<file path="src/rtl/tva_pkg.sv">
`default_nettype none
// ============================================================================
//  Module      : tva_pkg
//  Description : Shared types, lane indices and the precision-code to lane
//                mapping used by the token precision scheduler.
//  Revision    : 1.0 - initial release
// ============================================================================
package tva_pkg;

   // Precision codes produced by the token precision analyzer
   typedef enum logic [3:0] {
      PREC_INT4 = 4'd0,
      PREC_INT8 = 4'd1,
      PREC_FP16 = 4'd2
   } prec_code_e;

   // Compute lane indices (bit positions in lane_valid/lane_ready/lane_done)
   localparam logic [1:0] LANE_INT4 = 2'd0;
   localparam logic [1:0] LANE_INT8 = 2'd1;
   localparam logic [1:0] LANE_FP16 = 2'd2;

   // Scheduler control states
   typedef enum logic [1:0] {
      S_IDLE     = 2'd0,
      S_DISPATCH = 2'd1,
      S_DRAIN    = 2'd2,
      S_DONE     = 2'd3
   } sched_state_e;

   // Unknown codes (3..15) run at full precision on the FP16 lane
   function automatic logic [1:0] prec_to_lane(input logic [3:0] code);
      case (code)
         PREC_INT4: return LANE_INT4;
         PREC_INT8: return LANE_INT8;
         default:   return LANE_FP16;
      endcase
   endfunction

endpackage
`default_nettype wire

</file>
<file path="src/rtl/lane_credit_counter.sv">
`default_nettype none
// ============================================================================
//  Module      : lane_credit_counter
//  Description : Tracks outstanding tokens for one compute lane. Issues count
//                up, completions count down; a completion on an empty lane is
//                flagged and otherwise ignored.
//  Revision    : 1.0 - initial release
// ============================================================================
module lane_credit_counter #(
   parameter int MAX_OUT = 2
) (
   input  logic clk,
   input  logic rst_n,
   input  logic issue,
   input  logic retire,
   output logic has_credit,
   output logic credit_next,
   output logic empty,
   output logic underflow_err
);

   localparam int               OUT_W = $clog2(MAX_OUT + 1);
   localparam logic [OUT_W-1:0] LIMIT = OUT_W'(MAX_OUT);

   logic [OUT_W-1:0] outstanding;
   logic [OUT_W-1:0] outstanding_nxt;
   logic             retire_ok;

   // Next outstanding count; simultaneous issue and retire cancel out
   always_comb begin
      retire_ok       = retire & (outstanding != '0);
      outstanding_nxt = outstanding;
      if (issue && !retire_ok) begin
         outstanding_nxt = outstanding + OUT_W'(1);
      end else if (!issue && retire_ok) begin
         outstanding_nxt = outstanding - OUT_W'(1);
      end
   end

   // Outstanding-token register
   always_ff @(posedge clk or negedge rst_n) begin
      if (!rst_n) begin
         outstanding <= '0;
      end else begin
         outstanding <= outstanding_nxt;
      end
   end

   assign has_credit    = (outstanding < LIMIT);
   // Lets the scheduler register a request that is legal after this edge
   assign credit_next   = (outstanding_nxt < LIMIT);
   assign empty         = (outstanding == '0);
   assign underflow_err = retire & empty;

endmodule
`default_nettype wire

</file>
<file path="src/rtl/token_precision_scheduler.sv">
`default_nettype none
// ============================================================================
//  Module      : token_precision_scheduler
//  Description : Issues L key tokens in index order to the INT4/INT8/FP16
//                compute lanes over per-lane valid/ready, respecting a per-lane
//                outstanding-work credit limit, and pulses done once all
//                tokens are issued and every lane has drained.
//  Revision    : 1.0 - initial release
// ============================================================================
module token_precision_scheduler
   import tva_pkg::*;
#(
   parameter  int L       = 8,
   parameter  int MAX_OUT = 2,
   localparam int IDX_W   = (L > 1) ? $clog2(L) : 1,
   localparam int CNT_W   = $clog2(L + 1)
) (
   input  logic                 clk,
   input  logic                 rst_n,
   input  logic                 start,
   input  logic [4*L-1:0]       prec_in,
   output logic                 busy,
   output logic                 done,
   output logic [2:0]           lane_valid,
   output logic [IDX_W-1:0]     lane_idx,
   input  logic [2:0]           lane_ready,
   input  logic [2:0]           lane_done,
   output logic [3*CNT_W-1:0]   lane_cnt,
   output logic                 err
);

   sched_state_e     state;
   logic [3:0]       prec [L];
   logic [IDX_W-1:0] ptr;
   logic [IDX_W-1:0] next_ptr;
   logic [2:0]       valid_q;
   logic [2:0]       issue;
   logic [2:0]       has_credit;
   logic [2:0]       credit_next;
   logic [2:0]       empty;
   logic [2:0]       underflow;
   logic [CNT_W-1:0] cnt [3];
   logic             last;
   logic [3:0]       head_code;
   logic [1:0]       head_lane;
   logic [2:0]       head_onehot;
   logic             head_go;

   // One credit counter per lane; also packs the per-lane issue counts
   for (genvar k = 0; k < 3; k++) begin : g_lane
      lane_credit_counter #(
         .MAX_OUT (MAX_OUT)
      ) u_credit (
         .clk           (clk),
         .rst_n         (rst_n),
         .issue         (issue[k]),
         .retire        (lane_done[k]),
         .has_credit    (has_credit[k]),
         .credit_next   (credit_next[k]),
         .empty         (empty[k]),
         .underflow_err (underflow[k])
      );
      assign lane_cnt[k*CNT_W +: CNT_W] = cnt[k];
   end

   // valid_q is only ever set with credit available, so this gate is a no-op safeguard
   assign lane_valid = valid_q & has_credit;
   assign issue      = lane_valid & lane_ready;
   assign busy       = (state != S_IDLE);
   assign done       = (state == S_DONE);
   assign last       = (ptr == IDX_W'(L - 1));

   // Head-of-line token for the next cycle and whether its lane will have credit
   always_comb begin
      next_ptr = ptr;
      if ((issue != 3'b000) && !last) begin
         next_ptr = ptr + IDX_W'(1);
      end
      head_code   = (state == S_IDLE) ? prec_in[3:0] : prec[next_ptr];
      head_lane   = prec_to_lane(head_code);
      head_onehot = 3'b001 << head_lane;
      head_go     = credit_next[head_lane];
   end

   // Scheduler FSM with registered request, index, counters and sticky error
   always_ff @(posedge clk or negedge rst_n) begin
      if (!rst_n) begin
         state    <= S_IDLE;
         ptr      <= '0;
         lane_idx <= '0;
         valid_q  <= '0;
         err      <= 1'b0;
         for (int i = 0; i < L; i++) prec[i] <= '0;
         for (int k = 0; k < 3; k++) cnt[k] <= '0;
      end else begin
         if ((state == S_IDLE) && start) begin
            err <= |underflow;
         end else if (|underflow) begin
            err <= 1'b1;
         end

         case (state)
            S_IDLE: begin
               if (start) begin
                  for (int i = 0; i < L; i++) prec[i] <= prec_in[4*i +: 4];
                  for (int k = 0; k < 3; k++) cnt[k] <= '0;
                  ptr      <= '0;
                  lane_idx <= '0;
                  valid_q  <= head_go ? head_onehot : 3'b000;
                  state    <= S_DISPATCH;
               end
            end
            S_DISPATCH: begin
               for (int k = 0; k < 3; k++) cnt[k] <= cnt[k] + CNT_W'(issue[k]);
               if ((issue != 3'b000) && last) begin
                  valid_q <= 3'b000;
                  state   <= S_DRAIN;
               end else if ((issue != 3'b000) || (valid_q == 3'b000)) begin
                  // Advance after an accept, or raise a stalled request once credit returns
                  ptr      <= next_ptr;
                  lane_idx <= next_ptr;
                  valid_q  <= head_go ? head_onehot : 3'b000;
               end
            end
            S_DRAIN: begin
               if (&empty) begin
                  state <= S_DONE;
               end
            end
            S_DONE: begin
               state <= S_IDLE;
            end
            default: begin
               state <= S_IDLE;
            end
         endcase
      end
   end

endmodule
`default_nettype wire

</file>
<file path="config.mk">
export PLATFORM = sky130hd
export DESIGN_NAME = token_precision_scheduler
export DESIGN_NICKNAME = d
export VERILOG_FILES = /design/src/rtl/tva_pkg.sv /design/src/rtl/lane_credit_counter.sv /design/src/rtl/token_precision_scheduler.sv
export SDC_FILE = /design/constraint.sdc
export NUM_CORES = 1
export LEC_CHECK = 0
export ABC_AREA = 1
export CAP_MARGIN = 20
export CORE_ASPECT_RATIO = 0.8
export CORE_MARGIN = 4
export CORE_UTILIZATION = 45
export DETAILED_ROUTE_END_ITERATION = 6
export PLACE_DENSITY = 0.7
export RECOVER_POWER = 100
export SYNTH_ARGS = -nofsm -noshare
export SYNTH_HDL_FRONTEND = slang
export SYNTH_SLANG_ARGS = --single-unit
</file>
<file path="constraint.sdc">
create_clock -name clk -period 5.01 [get_ports clk]
set_input_delay 1.002 -clock clk [delete_from_list [all_inputs] [get_ports clk]]
set_output_delay 1.002 -clock clk [all_outputs]
set_load 0.005 [all_outputs]
</file>
# Yosys cells after proc, flatten, opt, wreduce, memory -nomap -nowiden
# Index checks and enable logic that the tools add are counted.
[word_totals] regBits=59 input_bits=41 output_inout_bits=21 word_cells=125
[op_classes] addsub=10 magnitude_cmp=8 eq_ne=11 shift=1 muxes=31 bitwise=9 n_reduce_logical=37
[ops] op="3-bit two-way mux" n=8
[ops] op="12-bit one-hot mux with 2 select lines" n=1
[ops] op="2-bit two-way mux" n=9
[ops] op="4-bit by 1-bit adder with 4-bit output" n=3
[ops] op="4-bit binary-select mux with 3-bit select" n=1
[ops] op="2-bit < comparator (second input constant)" n=6
[ops] op="12-bit two-way mux" n=1
[ops] op="4-bit two-way mux" n=3
[ops] op="3-bit one-hot mux with 2 select lines" n=2
[ops] op="2-bit nonzero test" n=6
[ops] op="2-bit != test (second input constant)" n=5
[ops] op="1-bit logical AND" n=9
[ops] op="3-bit AND reduction" n=3
[ops] op="2-bit zero test" n=4
[ops] op="2-bit one-hot mux with 4 select lines" n=1
[ops] op="1-bit zero test" n=7
[ops] op="2-bit by 1-bit adder with 2-bit output (second input constant)" n=3
[ops] op="1-bit AND" n=6
[ops] op="3-bit AND" n=2
[ops] op="2-bit by 1-bit subtractor with 2-bit output (second input constant)" n=3
[ops] op="2-bit == test (second input constant)" n=2
[ops] op="4-bit by 1-bit == test with 1-bit output (second input constant)" n=1
[ops] op="4-bit >= comparator (second input constant)" n=1
[ops] op="4-bit zero test" n=1
[ops] op="other kinds (16)" n=19

# Logic depth before layout (Yosys ltp)
[depth] ltp_word=19 ltp_mapped=17 depth_no_buf=17

# Cells and area by module
# From an unflattened synthesis, not the netlist that was laid out.
[unflattened] cells_unflattened=444 area_unflattened_um2=3380.7
[modules_own_cells] module="token_precision_scheduler" n_inst=1 cells_each=360 area_each_um2=2810.2 seq_area_each_um2=1326.3
[modules_own_cells] module="lane_credit_counter" n_inst=3 cells_each=28 area_each_um2=190.2 seq_area_each_um2=50.0

# Worst setup path before layout
# No wires, ideal clock.
[synth_timing] kind="input-to-reg" startpoint="in lane_ready[0]" endpoint="reg valid_q[0]" setup_time_ns=0.118 arrival_time_ns=2.176 required_time_ns=4.892 setup_slack_ns=2.717 cell_stages=14 cell_sequence="nand3_4 > nand3_4 > nand2_8 > nand2_4 > nand2_8 > nand2_1 > nand3_1 > nand3_1 > nand3_2 > nand2_2 > nor2_4 > nand3_1 > nand3_1 > nand2_1"
[synth_via] elab_chain_cells=17 elab_cells_between_ends=30
[synth_lines] item="start, declared" line_no="token_precision_scheduler.sv:26" rtl="input logic [2:0] lane_ready,"
[synth_lines] item="3-bit AND *" line_no="token_precision_scheduler.sv:68" rtl="assign issue = lane_valid & lane_ready;"
[synth_lines] item="3-bit nonzero test" line_no="token_precision_scheduler.sv:76, token_precision_scheduler.sv:115, token_precision_scheduler.sv:118"
[synth_lines] item="1-bit logical AND" line_no="token_precision_scheduler.sv:76" rtl="if ((issue != 3'b000) && !last) begin"
[synth_lines] item="3-bit two-way mux" line_no="token_precision_scheduler.sv:76"
[synth_lines] item="3-bit NOT with 4-bit output (implied by the code)" line_no="token_precision_scheduler.sv:79" rtl="head_code = (state == S_IDLE) ? prec_in[3:0] : prec[next_ptr];"
[synth_lines] item="4-bit binary-select mux with 3-bit select" line_no="token_precision_scheduler.sv:79"
[synth_lines] item="4-bit two-way mux (implied by the code) (2 in series)" line_no="token_precision_scheduler.sv:79"
[synth_lines] item="4-bit two-way mux" line_no="token_precision_scheduler.sv:79"
[synth_lines] item="4-bit by 1-bit == test with 1-bit output or 4-bit zero test (tied branches)" line_no="tva_pkg.sv:32" rtl="case (code)"
[synth_lines] item="2-bit one-hot mux with 2 select lines" line_no="tva_pkg.sv:32"
[synth_lines] item="1-bit binary-select mux with 2-bit select" line_no="token_precision_scheduler.sv:82" rtl="head_go = credit_next[head_lane];"
[synth_lines] item="1-bit two-way mux (implied by the code)" line_no="token_precision_scheduler.sv:82"
[synth_lines] item="3-bit two-way mux" line_no="token_precision_scheduler.sv:109, token_precision_scheduler.sv:122"
[synth_lines] item="3-bit two-way mux" line_no="token_precision_scheduler.sv:118" rtl="end else if ((issue != 3'b000) || (valid_q == 3'b000)) begin"
[synth_lines] item="3-bit two-way mux" line_no="token_precision_scheduler.sv:115" rtl="if ((issue != 3'b000) && last) begin"
[synth_lines] item="3-bit one-hot mux with 2 select lines" line_no="token_precision_scheduler.sv:102" rtl="case (state)"
[synth_lines] item="end signal, assigned" line_no="token_precision_scheduler.sv:109" rtl="valid_q <= head_go ? head_onehot : 3'b000;"
[synth_lines] item="end signal, assigned" line_no="token_precision_scheduler.sv:122" rtl="valid_q <= head_go ? head_onehot : 3'b000;"
[synth_lines] item="end, declared" line_no="token_precision_scheduler.sv:36" rtl="logic [2:0] valid_q;"
# Every way passes the cells marked *; elsewhere a longest branch is shown, timed or not. The select of a mux whose other input is x is not followed.
# A chain may end at the register's enable or synchronous reset.

# Final worst setup path
[layout_timing] startpoint="in start" endpoint="reg valid_q[1]"
[layout_via] elab_chain_cells=2
[layout_lines] item="start, declared" line_no="token_precision_scheduler.sv:20" rtl="input logic start,"
[layout_lines] item="2-bit != test (no line)"
[layout_lines] item="3-bit AND reduction (no line)"
# Every way passes these cells.

==> metrics.md <==
| Metric | Value |
|---|---|
| Final Cycle Share | 0.777 |
| CTS tree | built |
| FP Rows | 27 |
| Die ar. | 0.00882 mm^2 |
| Worst slew pin tran | 1070 ps |
| Synthesis-to-finish area growth | 25.1% |
| FILL cells | 669 |
| Synthesized area | 0.00332 mm^2 |
| CTS Buffer Depth | 2 |
| Hold depth | 1 |
| Synth top area share | 0.445 |
| Vias per cell | 4.94 |
| Register area | 0.00148 mm^2 |
| Worst setup EP type | register |
| Skew final | 6.56 ps |
| Fin cells | 569 |
| Slew Viols, Final | 0 |
| First DRT Iteration DRCs | 154 |
| # Post-CTS Setup Buffers | 0 |
| Cells after synthesis | 412 |
| Avg WL per Cell | 13.5 um |
| FF-to-FF path depth | 13 |
| RR Endpoint | valid_q[1] |
| Skew-Pair Late Insertion Delay | 340 ps |
| Worst VDD drop | 0.000211 V |
| Detail Placement HPWL | 5710 um |
| Area after DPL | 0.00402 mm^2 |
| IO Pins | 62 |
| Overflow after GRT | 0 |
| RSZ-0062 raised after global routing | false |
| # nets final | 540 |
| Data required time of the worst path | 5290 ps |
| ANT cells | 0 |
| Syn Area/Cell | 8.05 um^2 |
| Netlist cell types | 34 |
| GR Util All Layers | 0.186 |
| Min-delay src | lane_cnt[11] |
| Commonest non-fill, non-tap cell in the layout | nand2_1 |
| Worst Hold End | lane_cnt[11] |
| Largest net degree at the start of global routing | 60 |
| Clk pin slew, worst setup/hold paths | 70 ps |
| First-pass DRT Iterations | 4 |
| Final Cell Area | 0.00415 mm^2 |
| Starting density of the core | 0.472 |
| Start of the worst register-to-register path | state[0] |
| Slew headroom | 0.283 |
| Largest cells by area after synthesis | dfrtp_1 45%, nand2_1 16%, ha_1 7.9%, nand3_1 6.0%, inv_1 4.8% |
| CP startpoint kind | input port |
| Core Area | 0.00703 mm^2 |
| Data arrival time of the critical path | 4170 ps |
| Hold violation count in the final report | 0 |
| Setup_tns | 0 ps |
| Share of layout cells above drive strength 1 | 0.0871 |
| Min Tclk post-route | 3890 ps |
| Vias in the first global route | 2789 |
| Crit Path Class | input port to register |
| RD Place Congestion | 0.856 |
| Final setup vio count | 0 |
| Final Core Density | 0.591 |
| Critical path origin | start |
| H-Tree Depth | 3 |
| Synth Register Bits | 59 |
| IO buf count | 61 |
| Hold buffers post-CTS | 0 |
| Status | complete, no violations |
| Vias | 2813 |
| Num CTS Buffers | 9 |
| Seq/Total Area, Yosys | 0.445 |
| DR DRC count | 0 |
| Reg2reg setup slack | 1550 ps |
| Initial antenna violation count | 0 |
| Syn_nets | 474 |
| PD cells | 522 mW/mm^2 |
| Die extent in y | 84.8 um |
| Sink Count | 59 |
| Commonest non-fill, non-tap cells in the layout | 143 x nand2_1, 59 x dfrtp_1, 44 x nand3_1, 43 x inv_1, 35 x clkdlybuf4s50_1 |
| Leak | 2.14 nW |
| Max Fclk | 0.257 GHz |
| Max cap viols | 0 |
| Cell taking the most area after synthesis | dfrtp_1 |
| First-pass GRT wire length | 13200 um |
| Clk root buf | clkbuf_8 |
| Chip width | 104 um |
| Multi-input gate area | 0.00157 mm^2 |
| DP Cell Count | 554 |
| Routed Wire Length | 7670 um |
| DRT antenna net count | 0 |
| CP max FO | 40 |
| YS warnings | 0 |
| Post_cts resized | 0 |
| Worst hold path class | register to register |
-- area by class of cell --
class	count	share of cell area
Clock buffer	10	0.0332
Clock inverter	5	0.0130
Inverter	48	0.0434
Multi-Input combinational cell	297	0.379
Sequential cell	59	0.356
Tap cell	87	0.0262
Timing Repair Buffer	63	0.150
-- routing by layer --
| layer | vias to the layer above | track usage | wire (um) |
|---|---|---|---|
| met5 | - | 0 | 0 |
| met4 | 0 | 0.0507 | 88 |
| met3 | 8 | 0.0553 | 407 |
| met2 | 62 | 0.283 | 3450 |
| met1 | 1286 | 0.260 | 3730 |
| li1 | 1457 | - | - |
-- synth_stat cells, drive strengths merged --
library cell / n
a21oi: 10
a311oi: 1
and3: 1
buf: 2
clkbuf: 6
clkinv: 1
dfrtp: 59
ha: 21
inv: 47
nand2: 155
nand3: 47
nand4: 1
nor2: 22
nor3: 4
nor3b: 1
o211ai: 1
o21ai: 27
o22ai: 3
o31ai: 1
or2: 1
xor2: 1
-- kinds of logic after synthesis --
| group | after synthesis | share of synthesized area |
|---|---|---|
| xor gates and xnor gates | 1 | 0.00264 |
| AOI/OAI and AO/OA | 43 | 0.0743 |
| and+or+nand+nor | 232 | 0.335 |
| adders and majority gates | 21 | 0.0792 |
| buffers and inverters | 56 | 0.0637 |
| DFF | 59 | 0.445 |
-- through the flow --
step	hold slack, ps	worst slack, ps	total power [mW]
floorplan	448	2720	1.47
global placement	449	1530	1.74
detailed placement	466	1430	1.78
CTS	482	1790	2.21
global route	488	814	2.36
finish	468	1120	2.16
-- where the power goes --
part           switching (mW)  internal (mW)
sequential              0.104          0.657
clock                   0.191          0.238
combinational           0.606          0.368
total                   0.901           1.26
-- flip-flops by register name, summed over array words and instances, names as in the netlist --
| name | cells |
|---|---|
| err | 1 |
| state | 2 |
| prec | 32 |
| g_lane.u_credit.outstanding | 6 |
| lane_cnt | 12 |
| ptr | 3 |
| valid_q | 3 |
-- worst max-delay path by stage --
stage / end / slack, ps
6_report: valid_q[1] / 1120
5_1_grt: valid_q[1] / 810
4_1_cts: valid_q[1] / 1790
3_5_place_dp: valid_q[1] / 1430
3_3_place_gp: valid_q[1] / 1530
2_1_floorplan: valid_q[0] / 2720
-- critical path, cell delays in order --
cell           delay (ps)
dlygate4sd3_1         560
nand2_2                60
buf_4                 230
inv_1                 810
a21oi_1               350
nor2_1                270
inv_1                 100
a21oi_1               280
inv_1                 130
nor3_2                200
nand3_1                80
nand2_1                70
(Power assumes the default switching activity.)
==> variant 1: new RTL, config.mk and constraints unchanged <==
Re-encode `sched_state_e` (4 states) as Gray code, 2 bits wide.
--- a/src/rtl/tva_pkg.sv
+++ b/src/rtl/tva_pkg.sv
@@ -22,8 +22,8 @@
    // Scheduler control states
    typedef enum logic [1:0] {
-      S_IDLE     = 2'd0,
-      S_DISPATCH = 2'd1,
-      S_DRAIN    = 2'd2,
-      S_DONE     = 2'd3
+      S_IDLE     = 2'b00,
+      S_DISPATCH = 2'b01,
+      S_DRAIN    = 2'b11,
+      S_DONE     = 2'b10
    } sched_state_e;
 
Behaviour: same outputs for any inputs over 4 cycles, from zero or initial values and one cycle with rst_n low; so few cycles prove little.
==> variant 1 against the original RTL <==
Register-to-register slack gained 0.69 ns; synthesized cell count shrank 4.6%; total power shrank 7.2%; critical path depth shrank 2; area after synthesis shrank 2.1%; wire length shrank 1.1%; sequential cell count is the same; final area shrank 1.1%; worst setup slack gained 0.34 ns; global-route usage grew 0.40 points; critical endpoint is now ptr[0]; highest routed layer unchanged.
==> variant 1: results (changes against the original RTL) <==
run_status:
  outcome: "finished, final reports clean"
min_path:
  holdCritStartpoint: "g_lane[0].u_credit.outstanding[0]"
  hold_depth: 2  # +1
  min_to: "g_lane[0].u_credit.outstanding[0]"
power_and_ir_drop:
  peakVddDrop_v: 0.0002287  # +8.1%
cells_and_area:
  instances_no_fill: 551  # -3.2%
  fin_nets: 517  # -4.3%
timing:
  fin_skew_ns: 0.007934  # +0.001371 ns
  setup_ws_ns: 1.458  # +0.3409 ns
  max_slew.worst_pin.slew_ns: 1.449  # +0.3752 ns
setup_path:
  path_max_fanout: 32  # -20%
  max_stage_delay_ns: 1.05  # +0.24 ns
  crit_slowest_cell: "clkbuf_1"
  cp.arrival_ns: 3.75  # -0.42 ns
  regToRegSetupSlack_ns: 2.24  # +0.69 ns
  r2r_cells: 10  # -3
global_routing:
  use_met1: 0.2814  # +0.02160
  grt_pass1_wl_um: 12890  # -2.7%
yosys:
  synth_xor_area_frac: 0.008089  # +0.005449
  synthAdderAreaFrac: 0.06549  # -0.01373
  yosys-top-cells-area: "dfrtp_1, nand2_1, ha_1"
  synthCells: 393  # -4.6%
  ys_seq_area_frac: 0.4545  # +0.009430
detailed_routing:
  wl_met2_um: 3231  # -6.3%
placed_design:
  dp_cells: 535  # -3.4%
[variant 1: changes by cell type after synthesis, moves of 3 or more]
cell | unedited run | this run
nand2_1 | 143 | 131
inv_2 | 5 | 12
o21ai_0 | 25 | 12
nand3_1 | 40 | 35
o22ai_1 | 3 | 0
inv_1 | 42 | 36
a21oi_1 | 9 | 4
ha_1 | 21 | 17
o21ai_1 | 0 | 20
a22o_1 | 0 | 6
[variant 1: cell type report]
type | count | area [sq um] | share of cell area
Timing Repair Buffer | 63 | 616.8 | 0.1503
Multi-Input combinational cell | 277 | 1514 | 0.3689
Tap cell | 87 | 108.9 | 0.02652
Clock inverter | 6 | 63.81 | 0.01555
Inverter | 49 | 186.4 | 0.04543
Sequential cell | 59 | 1476 | 0.3598
Clock buffer | 10 | 137.6 | 0.03354
[variant 1: through the flow]
step / power [uW] / hold slack [ns]
after floorplan: 1326 / 0.4481
after global placement: 1585 / 0.4645
after detailed placement: 1610 / 0.4658
after CTS: 2060 / 0.4836
after global routing: 2176 / 0.5011
final: 2008 / 0.4798
==> variant 2: new RTL, config.mk and constraints unchanged <==
Made on the original files. Change the parameter `L` from 8 to 4.
--- a/src/rtl/token_precision_scheduler.sv
+++ b/src/rtl/token_precision_scheduler.sv
@@ -11,5 +11,5 @@
    import tva_pkg::*;
 #(
-   parameter  int L       = 8,
+   parameter  int L       = 4,
    parameter  int MAX_OUT = 2,
    localparam int IDX_W   = (L > 1) ? $clog2(L) : 1,
Interface: changed (resized lane_cnt, lane_idx and prec_in); port bits go from 62 to 42. No check against the original RTL was run, so the function may have changed too.
==> variant 2 against the original RTL <==
The run now ends with max-capacitance violations, max-slew violations left; clock power shrank 50%; worst setup slack gained 0.48 ns; first-iteration DRC count shrank 40%; non-clock buffer count shrank 22; wire length shrank 26%; total power shrank 27%; die area shrank 24%; sequential power shrank 32%; sequential cell count shrank 20; area after synthesis shrank 26%; clock skew is essentially flat; final area shrank 29%; largest cell class unchanged; largest power group unchanged.
==> variant 2: results (changes against the original RTL) <==
cells_and_area:
  seq_cells: 39  # -34%
  area_growth_pct: 20.38
  clkCellAreaFrac: 0.02892  # -0.01720
  fill_cells: 486  # -27%
  buffers: 41  # -35%
  clkbuf_count: 6  # -4
  layout-drive-gt1-share: 0.08357  # -0.003571
setup_path:
  r2r_cells: 12  # -1
  regToRegSetupSlack_ns: 2.07  # +0.52 ns
  endpoint: "valid_q[0]"
yosys:
  yosys-top-cells-area: "dfrtp_1, nand2_1, ha_1"
  ys_seq_area_frac: 0.3994  # -0.04573
  syn_avg_cell_area_sq_um: 7.757  # -3.6%
min_path:
  hold_depth: 2  # +1
  holdCritStartpoint: "g_lane[1].u_credit.outstanding[0]"
  min_to: "g_lane[1].u_credit.outstanding[0]"
timing:
  slew_headroom: -0.4382  # -0.7216
  finalMaxSlewViolations: 40  # +40
  setup_ws_ns: 1.595  # +0.4776 ns
power_and_ir_drop:
  p_clk_frac: 0.138  # -0.060
  p_switching_uw: 721.5  # -20%
  leakage_uw: 0.001586  # -26%
cts:
  htree_levels: 2  # -1
  clock_latency_ns: 0.30  # -0.04 ns
run_status:
  outcome: "finished with violations"
  violations: "max-capacitance violations, max-slew violations"
die:
  die_area_sq_um: 6680  # -24%
detailed_routing:
  initialDrtViolationCount: 92  # -40%
job:
  drv_cap: 1  # +1
placed_design:
  portBuffers: 41  # -33%
-- variant 2: cell count changes in the layout (fill, tap and decap cells not counted), sizes merged, moves of 4 or more --
cell | unedited run | this run
clkdlybuf4s50 | 35 | 20
clkinv | 5 | 1
dfrtp | 59 | 39
dlygate4sd3 | 25 | 20
inv | 47 | 42
nand2 | 155 | 114
nand3 | 47 | 33
o21ai | 27 | 17
-- variant 2: kinds of logic after synthesis --
| family | count (synthesis) | synth area share |
|---|---|---|
| compound gates | 32 | 0.07784 |
| fa+ha+maj | 20 | 0.1024 |
| simple gates | 176 | 0.3456 |
| buf+inv | 48 | 0.07476 |
| flops | 39 | 0.3994 |
-- variant 2: per-layer routing --
layer,track usage,vias to the layer above,share of wire
met5,0,-,0
met4,0.04075,0,0.0062
met3,0.04299,5,0.051
met2,0.2906,47,0.42
met1,0.2620,964,0.52
li1,-,1087,-
